[config.mk]
export PLATFORM = sky130hd
export DESIGN_NAME = menu_select
export DESIGN_NICKNAME = d
export VERILOG_FILES = /design/src/rtl/menu_select.sv
export SDC_FILE = /design/constraint.sdc
export NUM_CORES = 1
export LEC_CHECK = 0
export CORE_MARGIN = 2
export CORE_UTILIZATION = 45
export DETAILED_ROUTE_END_ITERATION = 12
export PLACE_DENSITY_LB_ADDON = 0.12
export RECOVER_POWER = 50
export SETUP_SLACK_MARGIN = 0.15
export SYNTH_ARGS = -nofsm -noshare
export SYNTH_HDL_FRONTEND = slang
export SYNTH_SLANG_ARGS = --single-unit
[constraint.sdc]
create_clock -name clk -period 1.6 [get_ports clk]
set_input_delay 0.24 -clock clk [delete_from_list [all_inputs] [get_ports clk]]
set_output_delay 0.24 -clock clk [all_outputs]
set_load 0.02 [all_outputs]
[src/rtl/menu_select.sv]
// N-way menu cursor driven by synchronised, debounced push-buttons; center fires a one-cycle action pulse.
// Define MENU_SELECT_WRAP_EN for a wrap-around cursor; the default build saturates at both ends.
module menu_select #(
  parameter  int unsigned N_OPTS          = 2,
  parameter  int unsigned DEBOUNCE_CYCLES = 16,
  parameter  int unsigned INIT_SEL        = 1,
  localparam int unsigned IDX_W           = $clog2(N_OPTS)
) (
  input  logic              clk,
  input  logic              rst,
  input  logic              btn_next,
  input  logic              btn_prev,
  input  logic              btn_center,
  output logic [IDX_W-1:0]  sel_idx,
  output logic [N_OPTS-1:0] sel_onehot,
  output logic [N_OPTS-1:0] act_pulse,
  output logic              act_valid
);

  localparam int unsigned CNT_W = $clog2(DEBOUNCE_CYCLES + 1);
  localparam int unsigned N_BTN = 3;

  // Button order: 0 = next, 1 = prev, 2 = center.
  logic [N_BTN-1:0] w_btn;
  logic [N_BTN-1:0] w_rise;

  assign w_btn = {btn_center, btn_prev, btn_next};

  for (genvar g = 0; g < N_BTN; g++) begin : g_btn
    logic             r_sync1;
    logic             r_sync2;
    logic             r_stable;
    logic             r_stable_q;
    logic [CNT_W-1:0] r_cnt;

    // Level is accepted after DEBOUNCE_CYCLES consecutive differing samples.
    always_ff @(posedge clk or posedge rst) begin
      if (rst) begin
        r_sync1    <= 1'b0;
        r_sync2    <= 1'b0;
        r_stable   <= 1'b0;
        r_stable_q <= 1'b0;
        r_cnt      <= '0;
      end else begin
        r_sync1    <= w_btn[g];
        r_sync2    <= r_sync1;
        r_stable_q <= r_stable;
        if (r_sync2 == r_stable) begin
          r_cnt <= '0;
        end else if (r_cnt == CNT_W'(DEBOUNCE_CYCLES - 1)) begin
          r_stable <= ~r_stable;
          r_cnt    <= '0;
        end else begin
          r_cnt <= r_cnt + CNT_W'(1);
        end
      end
    end

    assign w_rise[g] = r_stable & ~r_stable_q;
  end

  logic [IDX_W-1:0]  r_sel_idx;
  logic [N_OPTS-1:0] r_onehot;
  logic [N_OPTS-1:0] r_act;
  logic              r_act_valid;
  logic [IDX_W-1:0]  w_sel_nxt;
  logic [N_OPTS-1:0] w_act_nxt;

  // Cursor next-state; simultaneous next and prev cancel out.
  always_comb begin
    w_sel_nxt = r_sel_idx;
    w_act_nxt = '0;
    if (w_rise[0] && !w_rise[1]) begin
      if (r_sel_idx == IDX_W'(N_OPTS - 1)) begin
`ifdef MENU_SELECT_WRAP_EN
        w_sel_nxt = '0;
`else
        w_sel_nxt = r_sel_idx;
`endif
      end else begin
        w_sel_nxt = r_sel_idx + IDX_W'(1);
      end
    end else if (w_rise[1] && !w_rise[0]) begin
      if (r_sel_idx == '0) begin
`ifdef MENU_SELECT_WRAP_EN
        w_sel_nxt = IDX_W'(N_OPTS - 1);
`else
        w_sel_nxt = r_sel_idx;
`endif
      end else begin
        w_sel_nxt = r_sel_idx - IDX_W'(1);
      end
    end
    if (w_rise[2]) begin
      w_act_nxt = N_OPTS'(1) << r_sel_idx;
    end
  end

  always_ff @(posedge clk or posedge rst) begin
    if (rst) begin
      r_sel_idx   <= IDX_W'(INIT_SEL);
      r_onehot    <= N_OPTS'(1) << IDX_W'(INIT_SEL);
      r_act       <= '0;
      r_act_valid <= 1'b0;
    end else begin
      r_sel_idx   <= w_sel_nxt;
      r_onehot    <= N_OPTS'(1) << w_sel_nxt;
      r_act       <= w_act_nxt;
      r_act_valid <= w_rise[2];
    end
  end

  assign sel_idx    = r_sel_idx;
  assign sel_onehot = r_onehot;
  assign act_pulse  = r_act;
  assign act_valid  = r_act_valid;

endmodule

## After elaboration in Yosys (flattened, before gate mapping)

Cells that the tools add are included.

- Bits in registers: 33
- Output and inout bits: 6
- Word-level logic and storage cells: 62
- Bits of input ports: 5

- Eq/ne operators: 6
- Mux-type cells: 11
- Reductions and logical operators: 7
- Add/subtract/negate cells: 5
- Bitwise gates (word level): 12
- Shifts and indexed selects: 2

Operator list:

| operator | count |
|---|---|
| 5-bit two-way mux | 6 |
| 5-bit by 1-bit adder with 5-bit output, second input constant | 3 |
| 5-bit by 4-bit equality test with 1-bit output, second input constant | 3 |
| 1-bit NOT | 9 |
| 2-bit AND reduction | 3 |
| 1-bit two-way mux | 4 |
| 1-bit by 1-bit << shifter with 2-bit output, first input constant | 2 |
| 1-bit AND | 3 |
| 1-bit equality test | 3 |
| 1-bit logical AND | 2 |
| 1-bit logical NOT | 2 |
| 2-bit two-way mux | 1 |
| 1-bit adder, second input constant | 1 |
| 1-bit subtractor, second input constant | 1 |

## Logic depth before layout (Yosys ltp)

Gate-level depths: netlist of run 1.

- Depth in word-level cells: 7
- Depth in mapped cells: 4
- Mapped depth without buffers: 4

## Least setup slack after synthesis of run 1

OpenSTA, ideal clock, no wires.

- Path type: register -> register
- Start: register g_btn[0].r_cnt[0]
- End: register g_btn[0].r_stable
- Required time: 1.473 ns
- Period minus slack after synthesis: 1.167 ns
- Path slack: 0.433 ns
- Arrival time: 1.040 ns
- Stages on the path, launching flop included: 5
- Path through: dfrtp_1 > ha_1 > nand3_2 > nor2_1 > mux2_1

- Word-level cells in the longest chain between the ends: 2

RTL lines:

| item | RTL line | source |
|---|---|---|
| start: declaration | 34 | `logic [CNT_W-1:0] r_cnt;` |
| start signal: assignment | 54 | `r_cnt <= r_cnt + CNT_W'(1);` |
| 5-bit by 4-bit equality test with 1-bit output | 50 | `end else if (r_cnt == CNT_W'(DEBOUNCE_CYCLES - 1)) begin` |
| 2-bit AND reduction (no line) | n/a |  |
| end signal: assignment | 51 | `r_stable <= ~r_stable;` |
| end: declaration | 32 | `logic r_stable;` |

No other way between the ends.
A chain may end at the register's enable or synchronous reset.

## Final worst setup path of run 1

- Start: register r_onehot[1], in the netlist sel_onehot[1]
- End: output sel_onehot[1]

RTL lines:

| item | RTL line | source |
|---|---|---|
| start: declaration | 63 | `logic [N_OPTS-1:0] r_onehot;` |
| start signal: assignment | 102 | `r_onehot <= N_OPTS'(1) << IDX_W'(INIT_SEL);` |
| start signal: assignment | 107 | `r_onehot <= N_OPTS'(1) << w_sel_nxt;` |
| end: declaration | 15 | `output logic [N_OPTS-1:0] sel_onehot,` |

No word-level cell between the ends.

==> results.json, run 1 <==
{
  "htree_levels": 2,
  "critical_path_cell_with_the_highest_stage_delay": "sky130_fd_sc_hd__dfstp_2",
  "ys_ff_latch": 32,
  "layout.cells.most_common": "sky130_fd_sc_hd__dfrtp_1",
  "grt_max_degree": 16,
  "rsz_0062_raised_after_global_routing": "no",
  "floorplan.die_area_sq_um": 3040,
  "final_layout_size_suffix_gt1_share_pct": 20.0,
  "crit_required_ns": 1.36,
  "drc_violation_count_after_routing": 0,
  "avgViaCountPerCell": 4.70,
  "first_global_vias": 609,
  "synth_sequential_area_ratio_pct": 68.0,
  "clock_sinks": 32,
  "crit_arrival_ns": 1.06,
  "cts.hold.buffers_added": 0,
  "critical_path.top_delay_family": "flip-flops",
  "synth_simple_gate_area_share_pct": 14.1,
  "die_h_um": 55.2,
  "timing.final.crit_period_ns": 1.30,
  "final_cell_mix": "sky130_fd_sc_hd__dfrtp_1 (31), sky130_fd_sc_hd__nor2_1 (10), sky130_fd_sc_hd__xor2_1 (9)",
  "num_vias": 635,
  "synth_xor_xnor_area_share_pct": 6.69,
  "wirelength_um": 1460,
  "synthesis.yosys.warnings": 0,
  "dominant_combinational_cell_family_by_area_after_synthesis": "simple AND/OR/NAND/NOR gates",
  "yosysTopAreaCell": "sky130_fd_sc_hd__dfrtp_1",
  "grt_util_all_layers_pct": 13.0,
  "finalHoldViolations": 0,
  "path_max_fanout": 5,
  "initial_core_utilization_pct": 47.6,
  "skew_ns": 0.00636,
  "synth_compound_gate_area_share_pct": 1.91,
  "final_antenna_net_count": 0,
  "crit-reg2reg-capture": "g_btn[1].r_stable$_DFFE_PP0P_",
  "cts.root.buffer_cell": "sky130_fd_sc_hd__clkbuf_4",
  "maxSlewViolCount": 0,
  "crit_chain": "clkbuf_2",
  "die-width_um": 55.2,
  "totalPowerFinal_mw": 1.39,
  "clock_insertion_delay_worst_skew_ns": 0.31,
  "cts_post_setup_buffers_inserted": 0,
  "critPathCaptureType": "primary output",
  "fp.coreArea_sq_um": 2480,
  "finalNetCount": 112,
  "netlist_area_sq_um": 1180,
  "antenna_cells": 0,
  "place.gp.congestion": 0.646,
  "port-buffer-count": 10,
  "area_growth_syn_to_layout_pct": 15.9,
  "wl_per_cell_um": 10.8,
  "yosys.area.top_type_share_pct": 65.8,
  "synth.distinct_cells": 20,
  "worstPathBufferInverterCount": 1,
  "post_synth_fa_ha_maj_area_fraction_pct": 4.14,
  "holdWs_ns": 0.301,
  "criticalPathCategory": "reg -> out",
  "p_per_area_nw_per_um2": 1020,
  "timing_worst_slew_pin_value_ns": 0.607,
  "p_leak_nw": 0.722,
  "grt_first_pass_wirelength_um": 2570,
  "synth.mux.area_fraction_pct": 2.87,
  "worst-r2r-cell-count": 4,
  "rows": 18,
  "number_of_cells_produced_by_synthesis": 86,
  "initial_antenna_violation_count": 0,
  "critPathMaxStageDelay_ns": 0.57,
  "reg2reg_setup_slack_ns": 0.34,
  "tns_ns": 0,
  "synth_nets": 94,
  "worst_vdd_ir_v": 0.000694,
  "drv.max_cap_violation_count": 0,
  "grt-ovfl-total": 0,
  "dr.pass1.iters": 4,
  "hold_path.class": "in -> async",
  "reg_to_reg_critical_path_startpoint": "g_btn[1].r_cnt[0]$_DFF_PP0_",
  "fin_util_pct": 55.2,
  "maxClockFrequency_ghz": 0.772,
  "cts_buffer_count": 5,
  "ioPinCount": 11,
  "netlist_top_cells_area": "sky130_fd_sc_hd__dfrtp_1 (66%), sky130_fd_sc_hd__xor2_1 (6.7%), sky130_fd_sc_hd__ha_1 (3.2%), sky130_fd_sc_hd__nor2_1 (3.2%), sky130_fd_sc_hd__mux2_1 (2.9%)",
  "relSlewSlack_pct": 59.5,
  "max-clock-path-buffers": 2,
  "final.period_utilization_pct": 81.0,
  "drt_first_iter_violations": 2,
  "outcome": "finished, final reports clean",
  "clk_pin_slew_ns": 0.09,
  "critical_path.startpoint_type": "flip-flop",
  "hpwlAfterDp_um": 1080,
  "finalSetupViolations": 0,
  "mean_instance_size_in_the_synthesized_netlist_sq_um": 13.7,
  "cts_tree": "done"
}
## area by class of cell
cell class	instances	area [sq um]
clock buffer	6	51.3
tap	30	37.5
fill	232	1110
clock inverter	2	10.0
timing repair buffer	12	96.3
sequential	32	802
multi-input combinational	48	350
inverter	5	18.8
## metal layers
| metal | vias up | track usage (%) | part of all wire [%] |
|---|---|---|---|
| met4 | 0 | 9.76 | 2.5 |
| met3 | 5 | 4.84 | 6.3 |
| li1 | 310 | - | - |
| met5 | - | 0 | 0 |
| met2 | 16 | 19.2 | 44 |
| met1 | 304 | 15.3 | 47 |
## flip-flops by register name, indices dropped and copies added (netlist names)
register          cells
act_pulse             2
g_btn.r_stable_q      3
act_valid             1
g_btn.r_sync2         3
g_btn.r_stable        3
sel_onehot            2
g_btn.r_sync1         3
g_btn.r_cnt          15
## cell families (layout without fill, tap and decap cells)
| kind of cell | after synthesis | count (layout) |
|---|---|---|
| mux | 3 | 3 |
| xor+xnor | 9 | 9 |
| compound gates | 3 | 3 |
| flops | 32 | 32 |
| simple gates | 29 | 29 |
| buf+inv | 6 | 25 |
| fa+ha+maj | 4 | 4 |
## synthesized netlist by cell type, drive strengths merged
| library cell | count |
|---|---|
| maj3 | 1 |
| o21ai | 3 |
| buf | 1 |
| mux2 | 3 |
| xor2 | 9 |
| nand2b | 1 |
| nor2 | 12 |
| nor2b | 3 |
| and3 | 3 |
| dfstp | 1 |
| inv | 5 |
| and2 | 4 |
| ha | 3 |
| dfrtp | 31 |
| nand3 | 6 |
## what timing repair did
item                                    CTS  global route
gates cloned                              0             0
endpoints found under the setup margin    6             2
endpoints found under the hold margin     0             0
resized for setup                         7             3
## metrics by stage
step           worst slack, ns  instance area [sq um]  std cells
3_5_place_dp             0.209                   1320        127
5_1_grt                  0.243                   1370        135
3_3_place_gp             0.220                   1320        127
4_1_cts                  0.123                   1380        135
6_report                 0.304                   1370        135
2_1_floorplan            0.433                   1180         86
## power by group
group	total (mW)	internal [mW]	switching, mW
logic	0.0725	0.0307	0.0418
registers	0.854	0.836	0.0181
clock network	0.460	0.209	0.251
total	1.39	1.08	0.311
## worst max-delay path by stage
| stage | slack (ns) | cells after the start | from | to |
|---|---|---|---|---|
| 2_1_floorplan | 0.43 | 4 | g_btn[0].r_cnt[0]$_DFF_PP0_ | g_btn[0].r_stable$_DFFE_PP0P_ |
| 3_3_place_gp | 0.22 | 1 | sel_onehot[1]$_DFF_PP1_ | sel_idx |
| 4_1_cts | 0.12 | 1 | sel_onehot[1]$_DFF_PP1_ | sel_onehot[1] |
| 3_5_place_dp | 0.21 | 1 | sel_onehot[1]$_DFF_PP1_ | sel_onehot[1] |
| 5_1_grt | 0.24 | 4 | g_btn[1].r_cnt[0]$_DFF_PP0_ | g_btn[1].r_stable$_DFFE_PP0P_ |
| 6_report | 0.30 | 1 | sel_onehot[1]$_DFF_PP1_ | sel_onehot[1] |
Power figures use the tool's default switching activity.
==> run 2: changes to the inputs <==
==> constraint.sdc (replaced) <==
create_clock -name clk -period 1.3 [get_ports clk]
set_input_delay 0.195 -clock clk [delete_from_list [all_inputs] [get_ports clk]]
set_output_delay 0.195 -clock clk [all_outputs]
set_load 0.02 [all_outputs]
==> results.json, run 2 (same netlist as run 1, synthesis figures left out) <==
{
  "dr.pass1.iters": 4,
  "port-buffer-count": 10,
  "maxSlewViolCount": 0,
  "cts.hold.buffers_added": 0,
  "critPathMaxStageDelay_ns": 0.57,
  "worstPathBufferInverterCount": 1,
  "fp.coreArea_sq_um": 2480,
  "worst_vdd_ir_v": 0.00108,
  "timing.final.crit_period_ns": 1.21,
  "finalHoldViolations": 0,
  "cts_tree": "done",
  "ioPinCount": 11,
  "critical_path.startpoint_type": "flip-flop",
  "registers.top_by_ff_count": "g_btn.r_cnt",
  "avgViaCountPerCell": 4.76,
  "area_growth_syn_to_layout_pct": 30.6,
  "htree_levels": 2,
  "dp_cells": 128,
  "crit_arrival_ns": 1.01,
  "grt_first_pass_wirelength_um": 2880,
  "maxClockFrequency_ghz": 0.827,
  "initial_antenna_violation_count": 0,
  "wl_per_cell_um": 11.9,
  "path_max_fanout": 3,
  "wirelength_um": 1750,
  "holdWs_ns": 0.363,
  "drt_first_iter_violations": 7,
  "num_vias": 700,
  "largest_register_ffs": 15,
  "skew_ns": 0.0105,
  "criticalPathCategory": "reg -> out",
  "tns_ns": 0,
  "finalSetupViolations": 0,
  "layout.cells.non_filler": 147,
  "antenna_cells": 0,
  "final_antenna_net_count": 0,
  "final_cell_mix": "sky130_fd_sc_hd__dfrtp_1 (31), sky130_fd_sc_hd__buf_4 (12), sky130_fd_sc_hd__xor2_1 (9)",
  "totalPowerFinal_mw": 1.92,
  "hpwlAfterDp_um": 1020,
  "drv.max_cap_violation_count": 0,
  "crit_chain": "buf_6",
  "final.period_utilization_pct": 93.0,
  "p_per_area_nw_per_um2": 1250,
  "final_layout_size_suffix_gt1_share_pct": 39.3,
  "rows": 18,
  "clk_pin_slew_ns": 0.10,
  "critPathCaptureType": "primary output",
  "die-width_um": 55.2,
  "die_h_um": 55.2,
  "initial_core_utilization_pct": 47.6,
  "hold_path.class": "reg -> reg",
  "layout.cells.most_common": "sky130_fd_sc_hd__dfrtp_1",
  "critical_path.top_delay_family": "flip-flops",
  "p_leak_nw": 0.781,
  "drc_violation_count_after_routing": 0,
  "grt_max_degree": 33,
  "clock_insertion_delay_worst_skew_ns": 0.33,
  "crit_required_ns": 1.11,
  "cts.root.buffer_cell": "sky130_fd_sc_hd__clkbuf_4",
  "finalNetCount": 124,
  "cts_buffer_count": 5,
  "outcome": "finished, final reports clean",
  "timing_worst_slew_pin_value_ns": 0.751,
  "max-clock-path-buffers": 2,
  "first_global_vias": 677,
  "floorplan.die_area_sq_um": 3040,
  "critical_path_cell_with_the_highest_stage_delay": "sky130_fd_sc_hd__dfstp_2",
  "grt_util_all_layers_pct": 14.8,
  "rsz_0062_raised_after_global_routing": "yes",
  "grt-ovfl-total": 0,
  "place.gp.congestion": 0.703,
  "relSlewSlack_pct": 49.9,
  "clock_sinks": 32
}
==> run 2: cell types whose count changed in the layout (fill, tap and decap cells not counted), sizes merged <==
cell,previous run,this run
buf,1,19
bufinv,0,1
dlygate4sd2,4,0
clkinv,2,1
clkbuf,9,7
==> run 2: area by class of cell <==
cell class	count	area, sq um
Fill cell	212	938
Sequential cell	32	802
Multi-Input combinational cell	48	415
Timing Repair Buffer	24	189
Clock buffer	6	41.3
Tap cell	30	37.5
Clock inverter	2	35.0
Inverter	5	18.8
==> run 2: metal layers <==
metal  track usage, %  routed length [um]  up-vias
met2             21.8                 843       14
li1                 -                   -      334
met3             8.06                 102        7
met5                0                   0        -
met4             9.76                  53        0
met1             16.5                 750      345
==> run 2: metrics by stage <==
stage	area [sq um]	util (%)	setup WS (ns)
floorplan	1190	-	0.138
global placement	1360	54.7	-0.0207
detailed placement	1360	54.7	-0.0310
CTS	1490	60.1	0.0614
global route	1540	62.1	0.0174
finish	1540	62.1	0.0904
==> run 2: final timing paths <==
kind,from,to,slack (ns),cells past startpoint
hold reg to reg,g_btn[2].r_sync1$_DFF_PP0_,g_btn[2].r_sync2$_DFF_PP0_,0.36,0
setup / recovery,sel_onehot[1]$_DFF_PP1_,sel_idx,0.09,1
setup reg to reg,g_btn[1].r_cnt[0]$_DFF_PP0_,g_btn[1].r_stable$_DFFE_PP0P_,0.09,4
min in group asynchronous,rst,g_btn[0].r_cnt[0]$_DFF_PP0_,0.52,3
max in group asynchronous,rst,act_valid$_DFF_PP0_,0.29,3
hold / removal,g_btn[2].r_sync1$_DFF_PP0_,g_btn[2].r_sync2$_DFF_PP0_,0.36,0
==> run 2: what timing repair did <==
| action | in CTS | in global routing |
|---|---|---|
| cloned | 0 | 0 |
| endpoints found under the setup margin | 9 | 15 |
| gates resized for setup | 30 | 9 |
| setup buffers | 9 | 2 |
| pin swaps | 5 | 4 |
==> run 2: power breakdown <==
part	switching, mW	total, mW	internal, mW
sequential	0.0253	1.05	1.03
combinational	0.0622	0.129	0.0672
clock	0.333	0.736	0.403
==> run 2: worst register-to-register path: stages, from the launching register on <==
cell and delay, ns:
sky130_fd_sc_hd__dfrtp_1 0.37, sky130_fd_sc_hd__ha_2 0.20, sky130_fd_sc_hd__nand3_2 0.09, sky130_fd_sc_hd__nor2_2 0.12
sky130_fd_sc_hd__mux2_1 0.31
==> run 3: changes to the inputs <==
--- a/config.mk
+++ b/config.mk
@@ -6,11 +6,13 @@
 export NUM_CORES = 1
 export LEC_CHECK = 0
 export CORE_MARGIN = 2
-export CORE_UTILIZATION = 45
+export CORE_UTILIZATION = 46
 export DETAILED_ROUTE_END_ITERATION = 12
+export HOLD_SLACK_MARGIN = 0.15
 export PLACE_DENSITY_LB_ADDON = 0.12
 export RECOVER_POWER = 50
 export SETUP_SLACK_MARGIN = 0.15
 export SYNTH_ARGS = -nofsm -noshare
 export SYNTH_HDL_FRONTEND = slang
 export SYNTH_SLANG_ARGS = --single-unit
+export TNS_END_PERCENT = 20
==> results.json, run 3 (same netlist as run 1, synthesis figures left out) <==
{
  "crit_required_ns": 1.11,
  "clk_pin_slew_ns": 0.09,
  "path_max_fanout": 4,
  "worstPathBufferInverterCount": 1,
  "grt-ovfl-total": 0,
  "drt_first_iter_violations": 10,
  "final_cell_mix": "sky130_fd_sc_hd__dfrtp_1 (31), sky130_fd_sc_hd__xor2_1 (9), sky130_fd_sc_hd__nor2_1 (8)",
  "initial_antenna_violation_count": 0,
  "maxSlewViolCount": 0,
  "cts_tree": "done",
  "final_antenna_net_count": 0,
  "drc_violation_count_after_routing": 0,
  "ioPinCount": 11,
  "clock_insertion_delay_worst_skew_ns": 0.32,
  "skew_ns": 0.0111,
  "cts_buffer_count": 5,
  "final.period_utilization_pct": 93.0,
  "finalNetCount": 117,
  "first_global_vias": 663,
  "wl_per_cell_um": 10.9,
  "grt_first_pass_wirelength_um": 2790,
  "relSlewSlack_pct": 50.2,
  "rsz_0062_raised_after_global_routing": "yes",
  "initial_core_utilization_pct": 48.0,
  "power.share.clock_pct": 35.2,
  "grt_max_degree": 33,
  "final_layout_size_suffix_gt1_share_pct": 29.1,
  "critical_path.top_delay_family": "flip-flops",
  "registers.top_by_ff_count": "g_btn.r_cnt",
  "power.combinational.fraction_pct": 6.0,
  "internal_power_mw": 1.40,
  "wirelength_um": 1530,
  "die_h_um": 54.6,
  "avgViaCountPerCell": 4.73,
  "area_growth_syn_to_layout_pct": 23.9,
  "largest_register_ffs": 15,
  "power.net_switching_uw": 393,
  "critPathCaptureType": "primary output",
  "num_vias": 662,
  "maxClockFrequency_ghz": 0.827,
  "crit_chain": "buf_6",
  "totalPowerFinal_mw": 1.79,
  "hpwlAfterDp_um": 1000,
  "cts.root.buffer_cell": "sky130_fd_sc_hd__clkbuf_4",
  "timing.final.crit_period_ns": 1.21,
  "die-width_um": 54.6,
  "htree_levels": 2,
  "seq_power_share_pct": 58.8,
  "antenna_cells": 0,
  "layout.cells.most_common": "sky130_fd_sc_hd__dfrtp_1",
  "criticalPathCategory": "reg -> out",
  "finalSetupViolations": 0,
  "fp.coreArea_sq_um": 2450,
  "max-clock-path-buffers": 2,
  "critPathMaxStageDelay_ns": 0.57,
  "timing_worst_slew_pin_value_ns": 0.747,
  "crit_arrival_ns": 1.01,
  "nFillCells": 207,
  "drv.max_cap_violation_count": 0,
  "port-buffer-count": 10,
  "worst_vdd_ir_v": 0.000909,
  "p_leak_nw": 0.747,
  "finalHoldViolations": 0,
  "dr.pass1.iters": 4,
  "switching_share_pct": 21.9,
  "critical_path.startpoint_type": "flip-flop",
  "grt_util_all_layers_pct": 14.0,
  "clock_sinks": 32,
  "place.gp.congestion": 0.710,
  "p_per_area_nw_per_um2": 1230,
  "outcome": "finished, final reports clean",
  "critical_path_cell_with_the_highest_stage_delay": "sky130_fd_sc_hd__dfstp_2",
  "hold_path.class": "reg -> reg",
  "rows": 18,
  "holdWs_ns": 0.350,
  "floorplan.die_area_sq_um": 2980
}
## run 3: metrics by stage
step | util, % | worst slack, ns | TNS, ns | cells | area [sq um]
2_1_floorplan | - | 0.138 | 0 | 86 | 1180
3_3_place_gp | 54.9 | -0.0194 | -0.0378 | 128 | 1350
3_5_place_dp | 54.9 | -0.0233 | -0.0454 | 128 | 1350
4_1_cts | 58.7 | 0.0722 | 0 | 139 | 1440
5_1_grt | 59.5 | 0.0397 | 0 | 140 | 1460
6_report | 59.5 | 0.0910 | 0 | 140 | 1460
## run 3: cell type report
class	instances	area, sq um	area share (%)
flip-flops and latches	32	802	54.9
multi-input cells	48	385	26.4
repair buffers	17	148	10.1
clock buffers	8	68.8	4.71
well taps	30	37.5	2.57
inverters	5	18.8	1.29
## run 3: power groups by stage
stage	sequential (mW)	combinational, mW	clock [mW]
after floorplan	1.07	0.0633	0
after global placement	1.07	0.100	0
after detailed placement	1.07	0.104	0
after CTS	1.05	0.114	0.654
after global routing	1.06	0.127	0.705
final	1.05	0.108	0.630
## run 3: final timing paths
kind / start / end / slack (ns) / cells after the start
min in group asynchronous: rst / g_btn[0].r_cnt[2]$_DFF_PP0_ / 0.52 / 3
worst max-delay path: sel_onehot[1]$_DFF_PP1_ / sel_idx / 0.09 / 1
worst min-delay path: g_btn[1].r_sync1$_DFF_PP0_ / g_btn[1].r_sync2$_DFF_PP0_ / 0.35 / 0
worst max register to register: g_btn[1].r_cnt[0]$_DFF_PP0_ / g_btn[1].r_stable$_DFFE_PP0P_ / 0.10 / 4
worst min register to register: g_btn[1].r_sync1$_DFF_PP0_ / g_btn[1].r_sync2$_DFF_PP0_ / 0.35 / 0
max in group asynchronous: rst / g_btn[2].r_sync2$_DFF_PP0_ / 0.29 / 3
## run 3: routing by layer
metal  share of wire (%)  wire length (um)  vias to the layer above  GRT usage [%]
met5                   0                 0                        -              0
met2                  47               717                       15           20.8
met4                0.98                15                        0           7.50
li1                    -                 -                      328              -
met1                  45               692                      317           16.3
met3                 6.5                99                        2           7.38
## run 3: what timing repair did
item	in CTS	in global routing
hold buffers	0	0
setup endpoints to repair	9	12
buffers inserted	3	1
gates resized for setup	17	5
pin swaps	0	3
## run 3: worst reg2reg max path, stage by stage (launching register included)
cell and delay (ns):
sky130_fd_sc_hd__dfrtp_1 0.40, sky130_fd_sc_hd__ha_4 0.16, sky130_fd_sc_hd__nand3_2 0.10, sky130_fd_sc_hd__nor2_2 0.10
sky130_fd_sc_hd__mux2_1 0.32
